**src/rtl/program_counter.sv**
```systemverilog
// Instruction-fetch program counter for the RV32 core.
// Holds the address of the current instruction. On each enabled clock it
// advances either sequentially or to a branch/jump target. It also exports
// the combinational next-PC for fetch/prefetch and link-address logic.
module program_counter #(
  parameter int              XLEN         = 32,
  parameter logic [XLEN-1:0] RESET_VECTOR = '0,
  parameter int              INSTR_BYTES  = 4
) (
  input  logic            clk,
  input  logic            rst_n,
  input  logic            en,
  input  logic            branch_enable,
  input  logic            branch_is_relative,
  input  logic [XLEN-1:0] branch_addr,
  output logic [XLEN-1:0] pc,
  output logic [XLEN-1:0] pc_next
);

  localparam logic [XLEN-1:0] INCR = XLEN'(INSTR_BYTES);

  // Address adder: modulo 2^XLEN, so the carry is dropped.
  // A negative offset in two's complement wraps naturally to a backward
  // target. Targets are not masked for alignment; the decode/exec stage
  // checks alignment.
  function automatic logic [XLEN-1:0] add_wrap(input logic [XLEN-1:0] a,
                                               input logic [XLEN-1:0] b);
    return a + b;
  endfunction

  logic [XLEN-1:0] pc_q;
  logic [XLEN-1:0] pc_d;

  // Next-PC select: a branch overrides the sequential step.
  // branch_is_relative has no effect unless a branch is requested.
  always_comb begin
    pc_d = add_wrap(pc_q, INCR);
    if (branch_enable) begin
      if (branch_is_relative) pc_d = add_wrap(pc_q, branch_addr);
      else                    pc_d = branch_addr;
    end
  end

  // PC register: reset is asynchronous and takes priority.
  // With en low, the register holds and any branch request that cycle is dropped.
  always_ff @(posedge clk or negedge rst_n) begin
    if (!rst_n)  pc_q <= RESET_VECTOR;
    else if (en) pc_q <= pc_d;
  end

  assign pc      = pc_q;
  assign pc_next = pc_d;

endmodule

```
**config.mk**
```make
export PLATFORM = sky130hd
export DESIGN_NAME = program_counter
export DESIGN_NICKNAME = d
export VERILOG_FILES = /design/src/rtl/program_counter.sv
export SDC_FILE = /design/constraint.sdc
export NUM_CORES = 1
export LEC_CHECK = 0
export ABC_AREA = 1
export BUFFER_PORTS_ARGS = -buffer_cell sky130_fd_sc_hd__clkbuf_2
export CORE_ASPECT_RATIO = 1.75
export CORE_UTILIZATION = 57
export CTS_BUF_LIST = sky130_fd_sc_hd__clkbuf_16
export DETAILED_ROUTE_END_ITERATION = 8
export PLACE_DENSITY = 0.91
export SLEW_MARGIN = 20
export SYNTH_ARGS = -nofsm -noshare
export SYNTH_HDL_FRONTEND = slang
export SYNTH_SLANG_ARGS = --single-unit
```
**constraint.sdc**
```tcl
create_clock -name clk -period 2.3 [get_ports clk]
set_input_delay 0.115 -clock clk [delete_from_list [all_inputs] [get_ports clk]]
set_output_delay 0.115 -clock clk [all_outputs]
set_load 0.005 [all_outputs]
```
==> results.yml, run 1 <==
sta:
  worst-ep-kind: "top-level output"
  crit_endpoint: "pc_next[16]"
synthesis:
  synth_fa_ha_area_frac: 0.0836
  synth_fp_nets: 998
  avgSynthCellArea_sq_um: 5.42
  async_reset_ff_frac: 1.00
  synth_top_flop_cell: "dfrtp_1"
  netlist_instances: 928
  synth_area_sq_um: 5030
  ys_ff_latch: 32
  synth-edff-count: 0
  yosys.area_share.simple: 0.486
  synth_cell_types: 45
  synthMuxAreaShare: 0
  synth_top_family_by_area: "simple AND/OR/NAND/NOR gates"
  ys.warnings.count: 0
  synth_xor_area_frac: 0.0557
  synth_compound_area_frac: 0.0920
  yosysSeqAreaShare: 0.159
clock_network:
  cts.sink_count: 32
  cts_root_buffer: "clkbuf_16"
  htree_num_levels: 2
  cts_buffers: 5
  cts_buffer_depth: 2
global_routing:
  grt_max_degree: 46
  grt_use_total: 0.653
  grt_overflow: 4
status:
  outcome: "stopped before the end"
  firstError: "[ERROR GRT-0232] Routing congestion too high. Check the congestion heatmap in the GUI."
  failing_step: "5_1_grt"
floorplanning:
  start_util: 0.584
  boundaryPins: 101
  die_width_microns: 73.0
  dieHeight_microns: 126
  num_rows: 45
placed_design:
  place_congestion: 0.996
  port_buffers: 100
  place_area_sq_um: 5910
  dp_hpwl_microns: 15100
## routing by layer
| metal | global-route usage | overflow |
|---|---|---|
| met1 | 0.660 | 0 |
| met2 | 0.858 | 1 |
| met3 | 0.428 | 0 |
| met4 | 0.645 | 3 |
| met5 | 0.0526 | 0 |
## cell families after synthesis
logic type               after synthesis
AND/OR/NAND/NOR                      586
AO/OA/AOI/OAI                         83
buffers and inverters                162
flip-flops                            32
XOR/XNOR                              32
adder cells (fa/ha/maj)               33
## what timing repair did
action	4_1_cts
setup endpoints to repair	26
pin swaps	19
hold buffers	1
gates resized for setup	89
endpoints found under the hold margin	32
gates cloned	0
setup buffers	7
## cells in the mapped netlist, types with 2 or more instances
library cell,number,share of area
a31oi_1,2,0.0025
xnor2_1,6,0.010
o21ai_1,2,0.0020
dfrtp_1,32,0.16
nand4_1,7,0.0087
xor2_1,26,0.045
o21ai_0,29,0.029
ha_1,32,0.080
buf_2,6,0.0060
inv_1,141,0.11
buf_1,3,0.0022
buf_4,2,0.0030
o22ai_1,3,0.0037
nor2_2,5,0.0062
nand2_1,383,0.29
nand3_1,46,0.046
nor4_1,4,0.0050
and2_1,2,0.0025
clkbuf_1,8,0.0060
nor2_1,106,0.079
a21oi_1,36,0.036
nor3_1,7,0.0070
nor3_2,6,0.012
nand2_2,9,0.011
o21ai_2,5,0.0087
## through the flow
stage,instances,worst slack [ns],setup TNS (ns)
2_1_floorplan,928,0.250,0
3_3_place_gp,1167,0.101,0
3_5_place_dp,1167,0.0681,0
4_1_cts,1182,-0.0620,-0.186
==> run 2, diff against run 1 <==
Settings changed: CORE_ASPECT_RATIO 1.75 to default, CORE_UTILIZATION 57 to 40, CTS_BUF_LIST sky130_fd_sc_hd__clkbuf_16 to default, PLACE_DENSITY 0.91 to default, PLACE_DENSITY_LB_ADDON from default to 0.15.
==> run 2 against run 1 <==
  * The flow now finishes, with violations (setup timing)
  * Synthesized area unchanged
  * Synthesized cell count is the same
==> results.yml, run 2 <==
cells_and_area:
  finalNonFillerCells: 1259
  layout_common_cells: "289 x nand2_1, 132 x inv_1, 94 x clkbuf_2, 85 x nor2_1, 84 x nand2_2"
  final_nets: 1163
  drive_above_1_share: 0.382
  largest_reg_flops: 32
  final_common_cell: "nand2_1"
  antenna_cells: 0
  syn_to_final_growth_pct: 48.7
flow_run:
  maxCapViolCount: 0
critical_path:
  cp_slowest_cell: "dfrtp_2"
  critPathMostFrequentCell: "buf_4"
  path_buf_inv: 4
  critical_path.max_fanout: 4
  crit_arrival_ns: 2.30
  cp-end-kind: "output pin"
  critPathTopFamily: "buffers and inverters"
  cp_slowest_stage_delay_ns: 0.45
  path_cells: "ha_4 > buf_4 > nand2_4 > inv_2 > a21oi_2 > nand2_2 > buf_4 > xor2_1 > nor2_1 > o32ai_2 > buf_2"
  path_class: "reg2out"
  start_kind: "flip-flop"
  required_ns: 2.18
synthesis:
  synth_area_sq_um: 5030
  synth_top_area_cell: "nand2_1"
  ys.warnings.count: 0
  synth_fa_ha_area_frac: 0.0836
  synth_cell_types: 45
  synth_xor_area_frac: 0.0557
  synth_top_flop_cell: "dfrtp_1"
  yosys-top-cells-area: "nand2_1 29%, dfrtp_1 16%, inv_1 11%"
  netlist_instances: 928
  avgSynthCellArea_sq_um: 5.42
  ys_ff_latch: 32
  yosysSeqAreaShare: 0.159
  synthMuxAreaShare: 0
  synth-edff-count: 0
  synth.cells.most_frequent: "383 x nand2_1, 141 x inv_1, 106 x nor2_1"
  synth_fp_nets: 998
  synth_compound_area_frac: 0.0920
  yosys.area_share.simple: 0.486
  synth_top_family_by_area: "simple AND/OR/NAND/NOR gates"
  yosysMostFrequentCell: "nand2_1"
  synth_top_area_share: 0.286
  async_reset_ff_frac: 1.00
power:
  switching_share: 0.486
  power.internal_w: 0.00251
  p_comb_frac: 0.706
  switchingPower_w: 0.00238
  ir_drop_v: 0.000276
  power_density_nw_per_um2: 654
  seqPwrFrac: 0.169
  clkPwrFrac: 0.126
  p_total_w: 0.00489
  leakage_nw: 4.03
status:
  outcome: "finished with violations"
  violations: "setup timing"
floorplanning:
  die_width_microns: 114
  num_rows: 40
  design.die.area_sq_um: 13000
  start_util: 0.415
  core_area_sq_um: 12100
  dieHeight_microns: 114
  boundaryPins: 101
sta:
  holdWs_ns: 0.286
  grt_setup_unrepaired: "true"
  finalHoldViolations: 0
  fin_worst_skew_ns: 0.00395
  max_slew_margin: 0.418
  max_clock_freq_mhz: 414
  worstMarginPinSlew_ns: 0.873
  post-route-period-util: 1.05
  min_period_ns: 2.42
  fin_ws_ns: -0.116
  setup_viol: 16
  slew_viol_final: 0
placed_design:
  port_buffers: 100
  place_congestion: 0.935
  dp_hpwl_microns: 14900
  dp_cells: 1231
clock_network:
  clk_latency_ns: 0.28
  cts_buffer_depth: 2
  clk_pin_slew_worst_paths_ns: 0.05
  cts.sink_count: 32
  cts_root_buffer: "clkbuf_16"
  cts_buffers: 5
  htree_num_levels: 2
  cts_tree: "yes"
global_routing:
  grt_use_met3: 0.0344
  busiest_layer: "met2"
  grt_pass1_vias: 5796
  grt_overflow: 0
  grt_util_met2: 0.523
  grtUsageMet1: 0.374
  grt_max_degree: 46
  antenna_found_initial: 0
  grt_use_total: 0.297
  grt_pass1_wl_microns: 29800
route:
  dr_total_vias: 6445
  totalWireLength_microns: 20200
  wl_per_cell_microns: 16.0
  vias_per_cell: 5.12
  first_pass_iters: 5
  drt_iter0_drc: 431
  postRouteAntennaNets: 0
  drcViolationCount: 0
min_path:
  hold_class: "in2reg"
==> run 2: through the flow <==
step / setup slack [ns] / setup TNS [ns] / util / cell area (sq um)
floorplan: 0.250 / 0 / - / 5030
finish: -0.116 / -0.688 / 0.617 / 7480
detailed placement: 0.0925 / 0 / 0.501 / 6070
global placement: 0.0955 / 0 / 0.501 / 6070
CTS: -0.0463 / -0.204 / 0.561 / 6800
global route: -0.180 / -2.88 / 0.617 / 7480
==> run 2: layer usage <==
layer | vias to the layer above | share of wire
met4 | 0 | 0.041
met5 | - | 0
li1 | 3190 | -
met3 | 53 | 0.053
met1 | 2937 | 0.42
met2 | 265 | 0.49
==> run 2: timing repair <==
item	4_1_cts	5_1_grt
cloned	0	0
pin swaps	30	64
setup buffers	7	15
gates resized for setup	107	162
setup endpoints to repair	27	30
endpoints found under the hold margin	32	0
hold buffers	1	0
==> run 2: area by class of cell <==
| class | instances | area, sq um |
|---|---|---|
| clock buffer | 5 | 125 |
| fill | 1228 | 4630 |
| inverter | 143 | 537 |
| multi-input combinational | 734 | 4650 |
| sequential | 32 | 813 |
| tap | 168 | 210 |
| timing repair buffer | 177 | 1140 |
==> run 2: cells by family after synthesis <==
logic type / after synthesis
simple gates: 586
flops: 32
compound gates: 83
xor+xnor: 32
fa+ha+maj: 33
buf+inv: 162
==> run 2: tightest hold or removal path, stage by stage <==
cell and delay (ns):
clkbuf_2 0.10, nor2_1 0.04, nor2_1 0.07, nand2_1 0.07, nand2_2 0.06, nand2_1 0.04
nand2_1 0.04
==> run 2: final timing paths <==
check                      slack (ns)            start          to  cells after the start
setup / recovery                -0.12            pc[6]  pc_next[8]                     11
hold / removal                   0.29  branch_addr[31]      pc[31]                      7
setup reg to reg                 0.12            pc[6]      pc[21]                     17
hold reg to reg                  0.59           pc[31]      pc[31]                      2
max in group asynchronous        1.20            rst_n      pc[23]                      2
min in group asynchronous        0.49            rst_n       pc[6]                      2
==> run 2: power by group through the flow <==
stage	registers (W)	clock network, W	logic, W
floorplan	0.000829	0	0.00149
finish	0.000824	0.000615	0.00345
global placement	0.000784	0	0.00255
CTS	0.000814	0.000618	0.00291
detailed placement	0.000786	0	0.00256
global route	0.000827	0.000644	0.00376
Power figures use the tool's default switching activity.
